[config.mk]
export PLATFORM = sky130hd
export DESIGN_NAME = cond_unit
export DESIGN_NICKNAME = d
export VERILOG_FILES = /design/src/rtl/cpu_pkg.sv /design/src/rtl/cond_unit_cond_check.sv /design/src/rtl/cond_unit.sv
export SDC_FILE = /design/constraint.sdc
export NUM_CORES = 1
export LEC_CHECK = 0
export CELL_PAD_IN_SITES_DETAIL_PLACEMENT = 0
export CELL_PAD_IN_SITES_GLOBAL_PLACEMENT = 1
export CORE_ASPECT_RATIO = 1.2
export CORE_UTILIZATION = 37
export CTS_BUF_LIST = sky130_fd_sc_hd__clkbuf_8
export DETAILED_ROUTE_END_ITERATION = 16
export PLACE_DENSITY_LB_ADDON = 0.3
export SYNTH_ARGS = -nofsm -noshare
export SYNTH_HDL_FRONTEND = slang
export SYNTH_HIERARCHICAL = 1
export SYNTH_SLANG_ARGS = --single-unit
[constraint.sdc]
create_clock -name clk -period 3.1 [get_ports clk]
set_input_delay 0.62 -clock clk [delete_from_list [all_inputs] [get_ports clk]]
set_output_delay 0.62 -clock clk [all_outputs]
set_load 0.02 [all_outputs]
[src/rtl/cpu_pkg.sv]
// Shared condition-code types for the condition/commit unit.
package cpu_pkg;

  typedef enum logic [3:0] {
    EQ = 4'h0, NE = 4'h1, CS = 4'h2, CC = 4'h3,
    MI = 4'h4, PL = 4'h5, VS = 4'h6, VC = 4'h7,
    HI = 4'h8, LS = 4'h9, GE = 4'hA, LT = 4'hB,
    GT = 4'hC, LE = 4'hD, AL = 4'hE, NV = 4'hF
  } cond_e;

  localparam int FLAG_N = 3;
  localparam int FLAG_Z = 2;
  localparam int FLAG_C = 1;
  localparam int FLAG_V = 0;

  typedef logic [3:0] flags_t;

endpackage

[src/rtl/cond_unit_cond_check.sv]
// Combinational condition evaluation of an instruction cond field against NZCV.
module cond_check
  import cpu_pkg::*;
(
  input  logic [3:0] i_cond,
  input  flags_t     i_flags,
  output logic       o_cond_ex
);

  logic w_n, w_z, w_c, w_v;

  assign w_n = i_flags[FLAG_N];
  assign w_z = i_flags[FLAG_Z];
  assign w_c = i_flags[FLAG_C];
  assign w_v = i_flags[FLAG_V];

  // NOTE: the default assignment ahead of the case keeps this block latch-free.
  always_comb begin
    o_cond_ex = 1'b1;
    case (cond_e'(i_cond))
      EQ:      o_cond_ex = w_z;
      NE:      o_cond_ex = !w_z;
      CS:      o_cond_ex = w_c;
      CC:      o_cond_ex = !w_c;
      MI:      o_cond_ex = w_n;
      PL:      o_cond_ex = !w_n;
      VS:      o_cond_ex = w_v;
      VC:      o_cond_ex = !w_v;
      HI:      o_cond_ex = w_c && !w_z;
      LS:      o_cond_ex = !w_c || w_z;
      GE:      o_cond_ex = (w_n == w_v);
      LT:      o_cond_ex = (w_n != w_v);
      GT:      o_cond_ex = !w_z && (w_n == w_v);
      LE:      o_cond_ex = w_z || (w_n != w_v);
      default: o_cond_ex = 1'b1;
    endcase
  end

endmodule

[src/rtl/cond_unit.sv]
// Resolves decoder write requests into committed enables; holds NZCV flags,
// a one-deep shadow copy for interrupt save/restore, and a saturating squash counter.
module cond_unit
  import cpu_pkg::*;
#(
  parameter int CNT_W = 16
) (
  input  logic             clk,
  input  logic             rst,
  input  logic             en,
  input  logic [3:0]       cond,
  input  logic [3:0]       alu_flags,
  input  logic [1:0]       flag_w,
  input  logic             pcs,
  input  logic             reg_w,
  input  logic             mem_w,
  input  logic             flag_save,
  input  logic             flag_rest,
  input  logic             cnt_clr,
  output logic             pc_src,
  output logic             reg_write,
  output logic             mem_write,
  output logic             cond_ex,
  output logic [3:0]       flags_q,
  output logic [CNT_W-1:0] squash_cnt
);

  localparam logic [CNT_W-1:0] CNT_MAX = {CNT_W{1'b1}};

  flags_t           r_flags;
  flags_t           r_shadow;
  logic [CNT_W-1:0] r_cnt;
  logic             w_cond_ex;
  logic             w_commit;

  cond_check u_cond_check (
    .i_cond    (cond),
    .i_flags   (r_flags),
    .o_cond_ex (w_cond_ex)
  );

  assign w_commit   = en && w_cond_ex;
  assign cond_ex    = w_cond_ex;
  assign pc_src     = w_commit && pcs;
  assign reg_write  = w_commit && reg_w;
  assign mem_write  = w_commit && mem_w;
  assign flags_q    = r_flags;
  assign squash_cnt = r_cnt;

  // Restore takes precedence over any flag write issued in the same cycle.
  // NOTE: state registers use non-blocking assignments so every read sees pre-edge values.
  always_ff @(posedge clk or posedge rst) begin
    if (rst) begin
      r_flags <= '0;
    end else if (flag_rest) begin
      r_flags <= r_shadow;
    end else if (w_commit) begin
      if (flag_w[1]) begin
        r_flags[FLAG_N] <= alu_flags[FLAG_N];
        r_flags[FLAG_Z] <= alu_flags[FLAG_Z];
      end
      if (flag_w[0]) begin
        r_flags[FLAG_C] <= alu_flags[FLAG_C];
        r_flags[FLAG_V] <= alu_flags[FLAG_V];
      end
    end
  end

  // A simultaneous restore leaves the shadow untouched.
  always_ff @(posedge clk or posedge rst) begin
    if (rst) begin
      r_shadow <= '0;
    end else if (flag_save && !flag_rest) begin
      r_shadow <= r_flags;
    end
  end

  always_ff @(posedge clk or posedge rst) begin
    if (rst) begin
      r_cnt <= '0;
    end else if (cnt_clr) begin
      r_cnt <= '0;
    end else if (en && !w_cond_ex && (r_cnt != CNT_MAX)) begin
      r_cnt <= r_cnt + 1'b1;
    end
  end

endmodule

## Word level (Yosys, flattened, before mapping)

Cells that the tools add are included.

- Flip-flop bits (word level): 24
- Latch bits: 0
- Memory bits (writable): 0
- ROM bits: 0
- Logic and storage cells: 52
- Memories kept: 0

- Add/subtract/negate cells: 1
- Multiply operators: 0
- Divide/modulo/power cells: 0
- Order comparisons: 0
- Equality and inequality tests: 16
- Shift-type cells: 0
- Muxes and demuxes: 7
- Bitwise logic cells: 0
- Reduce and logical (&&, ||, !) cells: 24

Operators with widths:

| operator | count |
|---|---|
| 16-bit two-way mux | 2 |
| 4-bit equality test (second input constant) | 6 |
| 16-bit by 1-bit adder with 16-bit output (second input constant) | 1 |
| 4-bit by 3-bit equality test with 1-bit output (second input constant) | 4 |
| 16-bit inequality test (second input constant) | 1 |
| 1-bit case mux with 14 select lines | 1 |
| 1-bit logical AND | 9 |
| 4-bit by 2-bit equality test with 1-bit output (second input constant) | 2 |
| 4-bit two-way mux | 2 |
| 2-bit nonzero test | 4 |
| 1-bit logical NOT | 6 |
| 4-bit by 1-bit equality test with 1-bit output (second input constant) | 1 |
| 4-bit logical NOT | 1 |
| 2-bit two-way mux | 2 |
| 2-bit AND reduction | 2 |
| 1-bit logical OR | 2 |
| 1-bit equality test | 1 |
| 1-bit inequality test | 1 |

## Logic depth before layout (Yosys ltp)

Gate-level depths: netlist of run 1.

- Depth in word-level cells: 8
- Mapped depth: 9
- Depth with buffers taken out: 8

## Hierarchy

Netlist of run 1, hierarchy kept.

By module, submodules not included:

| module | instances | cells an instance | area each (um^2) | seq. area each (um^2) |
|---|---|---|---|---|
| cond_unit | 1 | 126 | 1,296.2 | 600.6 |
| cond_check | 1 | 23 | 165.2 | 0.0 |

## Worst setup path after synthesis of run 1

Ideal clock, no wire load.

- Path type: in2reg
- Start point: in cond[3]
- End point: reg r_cnt[13] (netlist: squash_cnt[13])
- Library setup time: 0.128 ns
- Arrival: 2.682 ns
- Data required time: 2.972 ns
- Path slack: 0.291 ns
- Stages: 9
- Path buffers: 1
- Path through: buf_2 and3b_1 a22oi_2 xnor2_1 a211o_1 nand4b_1 nor4_2 o2111ai_1 mux2_1

- Word-level cells in the longest chain between the ends: 6
- Elaborated cells on any way between the ends: 19
- Those cells by class: 13 x eq/ne; 1 x mux; 5 x reduce/logical

RTL lines:

| item | line | source |
|---|---|---|
| start: declaration | cond_unit.sv:11 | `input logic [3:0] cond,` |
| 4-bit equality test (tied with other cells) | cond_unit_cond_check.sv:20 | `case (cond_e'(i_cond))` |
| 1-bit case mux with 14 select lines (*) | cond_unit_cond_check.sv:20 |  |
| net cond_ex | cond_unit.sv:23 | `output logic cond_ex,` |
| 1-bit logical NOT (*) | cond_unit.sv:83 | `end else if (en && !w_cond_ex && (r_cnt != CNT_MAX)) begin` |
| 1-bit logical AND (*) (2 in a row) | cond_unit.sv:83 |  |
| 2-bit nonzero test (no source line) (*) | - |  |
| end signal: assignment | cond_unit.sv:84 | `r_cnt <= r_cnt + 1'b1;` |
| end: declaration | cond_unit.sv:32 | `logic [CNT_W-1:0] r_cnt;` |

Mark *: on every way through the listed nets, which the timed path passes. The rest lies on a longest branch.
A chain may end at the register's enable or synchronous reset.

## Worst setup path in the final report of run 1

- Start point: in cond[1]
- End point: out pc_src

- Word-level cells in the longest chain between the ends: 4
- Elaborated cells on any way between the ends: 17
- Those cells by class: 13 x eq/ne; 1 x mux; 3 x reduce/logical

RTL lines:

| item | line | source |
|---|---|---|
| 4-bit equality test (tied with other cells) | cond_unit_cond_check.sv:20 |  |
| 1-bit case mux with 14 select lines (*) | cond_unit_cond_check.sv:20 |  |
| 1-bit logical AND (*) | cond_unit.sv:42 | `assign w_commit = en && w_cond_ex;` |
| 1-bit logical AND (*) | cond_unit.sv:44 | `assign pc_src = w_commit && pcs;` |
| end: declaration | cond_unit.sv:20 | `output logic pc_src,` |

Mark *: on every way between the ends. The rest lies on a longest branch, timed or not.

==> impl_metrics.toml, run 1 <==
[outcome]
status = "finished clean"

[place]
gp_congestion = 0.790
dp_cells = 248
placed_cell_area_um2 = 2000
io_buffers = 42
dp_hpwl_um = 2700

[finish]
final_net_count = 221
stdcell_area_um2 = 2070
area_growth_pct = 41.4
final_common_cell = "clkdlybuf4s50_1"
layout_common_cells = "clkdlybuf4s50_1, dfrtp_1, a21oi_1, nand2_1, buf_4"
n_antenna_cell = 0
instances_no_fill = 252
post-route-util_pct = 56.0
layout-drive-gt1-share_pct = 14.0

[critical_path]
r2r-start = "flags_q[3]"
worstSetupEndpoint = "pc_src"
cpPeakStageDelay_ns = 0.52
criticalPathCategory = "input port to primary output"
critPathRequiredTime_ns = 2.48
cp-end-kind = "primary output"
path_cells = "clkdlybuf4s50_1 > mux2i_1 > xnor2_1 > o32ai_1 > a211o_1 > and3_2 > dlygate4sd2_1"
slowest_stage = "clkdlybuf4s50_1"
r2r-end = "squash_cnt[10]"
critPathArrivalTime_ns = 2.41
reg2reg_depth = 10
crit_start = "cond[1]"
start_kind = "input port"
r2r_slack_ns = 0.49
path_max_fanout = 4

[cts]
postCtsSetupRepairBufs = 0
htree_levels = 1
clk_latency_ns = 0.27
cts_tree = "yes"
cts_buffers = 3
ctsHoldBuffers = 0
cts_sinks = 24
clockBufferDepth = 2
cts-root-buf = "clkbuf_8"
clk_pin_slew_ns = 0.09

[routing]
antenna_left = 0
dr_total_vias = 1379
drt-total-wl_um = 3620
drc_errors = 0
routedWlPerCell_um = 14.4
dr.pass1.iters = 4
vias_per_cell = 5.47
drt_iter0_markers = 63

[yosys]
synth_area_per_cell_um2 = 9.81
synthCells = 149
synth_flop_cell = "dfrtp_1"
seq_area_frac_synth_pct = 41.1
async_flop_share_pct = 100
ys_warn_count = 6
synth-seq-cells = 24
syn-num-nets = 169
synth.distinct_cells = 46
synth_area_um2 = 1460
synth_edf_count = 0

[power_and_ir_drop]
power_uw = 962
clkPwrFrac_pct = 22.5
p_switching_uw = 318
p_leak_uw = 0.000902
power.density_nw_per_um2 = 465
p_int_uw = 644
switching_share_pct = 33.0
pwr-share-comb_pct = 33.6
peakVddDrop_v = 0.000258
seqPwrFrac_pct = 43.9

[die]
dieArea_um2 = 4210
pin_count = 43
start_util_pct = 39.6
die_w_um = 59.4
core_area_um2 = 3690
rows = 24
die_y_um = 70.8

[global_route]
grt_max_degree = 25
grt_pass1_wl_um = 6460
grtUsageTotal_pct = 19.6
antenna_found_initial = 0
grt_pass1_vias = 1475
grt_overflow = 0

[timing]
rsz0062_at_grt = "no"
setup_viol = 0
max_slew_margin_pct = 38.3
worstMarginPinSlew_ns = 0.925
hold_viol = 0
period_needed_ns = 3.03
slew_viol_final = 0
post-route-period-util_pct = 97.6
max_freq_mhz = 330
tns_ns = 0
finClkSkew_ns = 0.00199

[hold_path]
hold_path_class = "register to register"

[run]
maxCapViolations = 0
## power groups by stage
stage | Clock (µW) | Combinational (µW) | Sequential, µW
2_1_floorplan | 0 | 164 | 438
6_report | 216 | 323 | 423
5_1_grt | 233 | 353 | 431
4_1_cts | 222 | 326 | 422
3_3_place_gp | 0 | 323 | 427
3_5_place_dp | 0 | 331 | 427
## synthesized netlist by cell type, types with 2 or more instances
cell / number / area share (%)
nand4_1: 3 / 1.3
nor2_1: 6 / 1.5
o21ai_1: 3 / 1.0
nand2b_1: 2 / 0.86
a21oi_1: 13 / 4.5
nand3_1: 5 / 1.7
nand4_2: 3 / 2.6
xnor2_1: 4 / 2.4
nand2_1: 10 / 2.6
mux2_1: 3 / 2.3
o31ai_1: 2 / 1.0
inv_1: 7 / 1.8
clkbuf_1: 2 / 0.51
dfrtp_1: 24 / 41
nor3b_1: 2 / 1.0
nor2b_1: 5 / 2.1
or4_1: 2 / 1.0
and3_1: 4 / 1.7
mux2i_1: 7 / 4.8
o21ai_0: 7 / 2.4
or3_1: 6 / 2.6
mux2_2: 2 / 1.5
nor4_2: 2 / 1.7
nor3_1: 3 / 1.0
## worst min path at each step
| stage | startpoint | end | slack, ns | cells after the start |
|---|---|---|---|---|
| after floorplan | r_shadow[2] | flags_q[2] | 0.45 | 2 |
| after global placement | r_shadow[1] | flags_q[1] | 0.46 | 2 |
| after detailed placement | r_shadow[3] | flags_q[3] | 0.48 | 2 |
| after CTS | r_shadow[2] | flags_q[2] | 0.50 | 2 |
| after global routing | r_shadow[3] | flags_q[3] | 0.53 | 2 |
| final | r_shadow[2] | flags_q[2] | 0.50 | 2 |
## routing by layer
metal / up-vias / GRT usage, % / routed length, µm
met5: - / 0 / 0
met2: 48 / 34.7 / 1910
met3: 2 / 4.94 / 209
met4: 0 / 4.76 / 13
li1: 665 / - / -
met1: 664 / 23.1 / 1490
## timing repair
item,in CTS,in global routing
gates resized for setup,4,4
endpoints found under the hold margin,0,0
setup endpoints to repair,4,12
## state kept, by name, summed over array words and instances (netlist names)
| name | cells |
|---|---|
| flags_q | 4 |
| r_shadow | 4 |
| squash_cnt | 16 |
## stage by stage
| stage | hold slack, ns | setup WS, ns |
|---|---|---|
| after floorplan | 0.446 | 0.291 |
| after global placement | 0.462 | -0.122 |
| after detailed placement | 0.476 | -0.193 |
| after CTS | 0.502 | 0.0258 |
| after global routing | 0.532 | 0.00460 |
| final | 0.499 | 0.0729 |
## cell type report
type                    count  area [µm²]
multi-input cells         114         832
fillers                   345        1630
inverters                   7        26.3
clock buffers               4        55.1
flip-flops and latches     24         601
repair buffers             51         488
well taps                  52        65.1
## cells by family after synthesis
| family | synth area share (%) |
|---|---|
| XOR/XNOR | 3.00 |
| adder cells (fa/ha/maj) | 0.856 |
| buffers and inverters | 2.91 |
| flip-flops | 41.1 |
| AND/OR/NAND/NOR | 26.1 |
| multiplexers | 8.65 |
| AO/OA/AOI/OAI | 17.4 |
## critical path: cells and delay by family
kind                   cells  cell delay, ns
AND/OR/NAND/NOR            1            0.20
multiplexers               1            0.25
XOR/XNOR                   1            0.14
buffers and inverters      2            0.84
AO/OA/AOI/OAI              2            0.36
Power figures use the tool's default switching activity.
==> inputs of run 2 (changes only) <==
--- a/config.mk
+++ b/config.mk
@@ -11,7 +11,8 @@
 export CORE_UTILIZATION = 37
 export CTS_BUF_LIST = sky130_fd_sc_hd__clkbuf_8
 export DETAILED_ROUTE_END_ITERATION = 16
-export PLACE_DENSITY_LB_ADDON = 0.3
+export MAX_ROUTING_LAYER = met4
+export PLACE_DENSITY_LB_ADDON = 0.1
 export SYNTH_ARGS = -nofsm -noshare
 export SYNTH_HDL_FRONTEND = slang
 export SYNTH_HIERARCHICAL = 1
==> run 2 against run 1 <==
Register-to-register slack lost 0.07 ns. Cell count is 0.79% lower. Global-route usage shrank 0.51 points. Hold slack worse by 0.012 ns. Clock skew hardly changed.
==> impl_metrics.toml, run 2 (same netlist as run 1, synthesis figures left out) <==
[outcome]
status = "finished clean"

[finish]
area_growth_pct = 39.9
multi_input_area_um2 = 827
final_common_cell = "clkdlybuf4s50_1"
largest_reg_flops = 16
instances_no_fill = 250
layout_common_cells = "clkdlybuf4s50_1, dfrtp_1, a21oi_1, nand2_1"
stdcell_area_um2 = 2040
fillers = 374
layout-drive-gt1-share_pct = 12.6
final-seq-area_um2 = 601
n_antenna_cell = 0
final_net_count = 219

[critical_path]
cp-end-kind = "primary output"
critPathRequiredTime_ns = 2.48
reg2reg_depth = 9
crit_start = "cond[3]"
criticalPathCategory = "input port to primary output"
critPathArrivalTime_ns = 2.28
path_max_fanout = 9
r2r-end = "squash_cnt[9]"
r2r-start = "flags_q[3]"
start_kind = "input port"
worstSetupEndpoint = "pc_src"
r2r_slack_ns = 0.42

[place]
gp_congestion = 0.776
dp_cells = 246
dp_hpwl_um = 2720
io_buffers = 42
placed_cell_area_um2 = 1980

[timing]
hold_viol = 0
max_freq_mhz = 345
finClkSkew_ns = 0.00243
setup_viol = 0
hold_ws_ns = 0.487
rsz0062_at_grt = "no"
period_needed_ns = 2.90
slew_viol_final = 0
tns_ns = 0
worstMarginPinSlew_ns = 0.954
max_slew_margin_pct = 36.3
post-route-period-util_pct = 93.5

[cts]
cts_tree = "yes"
clockBufferDepth = 2
clk_pin_slew_ns = 0.09
clk_latency_ns = 0.26
htree_levels = 1
cts_sinks = 24
cts-root-buf = "clkbuf_8"
cts_buffers = 3
ctsHoldBuffers = 0

[routing]
vias_per_cell = 5.53
drc_errors = 0
dr.pass1.iters = 4
drt_iter0_markers = 80
routedWlPerCell_um = 14.7
antenna_left = 0
dr_total_vias = 1382
drt-total-wl_um = 3690

[global_route]
antenna_found_initial = 0
grt_pass1_wl_um = 6100
grt_overflow = 0
grt_pass1_vias = 1361
grt_max_degree = 25
grtUsageTotal_pct = 19.1

[power_and_ir_drop]
p_leak_uw = 0.000895
power.density_nw_per_um2 = 468
peakVddDrop_v = 0.000310

[die]
die_y_um = 70.8
rows = 24
core_area_um2 = 3690
pin_count = 43
die_w_um = 59.4
start_util_pct = 39.6
dieArea_um2 = 4210

[hold_path]
worstHoldStart = "r_shadow[3]"
hold_path_depth = 2
hold_path_class = "register to register"

[run]
maxCapViolations = 0
[run 2: worst max-delay path, cell delays in order]
cell and delay [ns]:
dlygate4sd2_1 0.32, a21o_2 0.22, a21oi_1 0.19, o32ai_1 0.12, a211o_1 0.29, and3_2 0.21
dlygate4sd2_1 0.32
[run 2: worst min-delay path by stage]
stage                     slack, ns    endpoint
final                          0.49  flags_q[3]
after global routing           0.52  flags_q[0]
after detailed placement       0.47  flags_q[1]
after global placement         0.46  flags_q[0]
after floorplan                0.45  flags_q[2]
after CTS                      0.49  flags_q[1]
[run 2: area by class of cell]
cell class              instances  share of cell area, %
clock buffers                   4                   2.69
inverters                       7                   1.29
multi-input cells             114                   40.5
flip-flops and latches         24                   29.4
well taps                      52                   3.18
repair buffers                 49                   23.0
[run 2: per-layer routing]
layer | global-route usage (%) | wire length, µm | vias up | share of wire, %
met5 | - | 0 | - | 0
met4 | 5.29 | 27 | 0 | 0.73
met3 | 2.38 | 122 | 4 | 3.3
met2 | 33.6 | 2010 | 44 | 54
met1 | 22.2 | 1530 | 675 | 41
li1 | - | - | 659 | -
[run 2: repair_timing]
action,4_1_cts,5_1_grt
setup endpoints to repair,4,12
gates cloned,0,0
resized for setup,6,3
hold endpoints to repair,0,0
pin swaps,0,1
buffers inserted,0,0
[run 2: where the power goes]
group | internal [µW] | switching, µW | total [µW]
sequential | 360 | 60.6 | 420
clock | 113 | 101 | 214
combinational | 173 | 150 | 323
[run 2: per-stage QoR]
step                      utilization [%]  setup slack (ns)  total power [µW]
after floorplan                         -             0.291               603
after global placement               53.7            -0.214               749
after detailed placement             53.7            -0.285               759
after CTS                            55.0            0.0199               968
after global routing                 55.4            0.0736              1010
final                                55.4             0.201               958
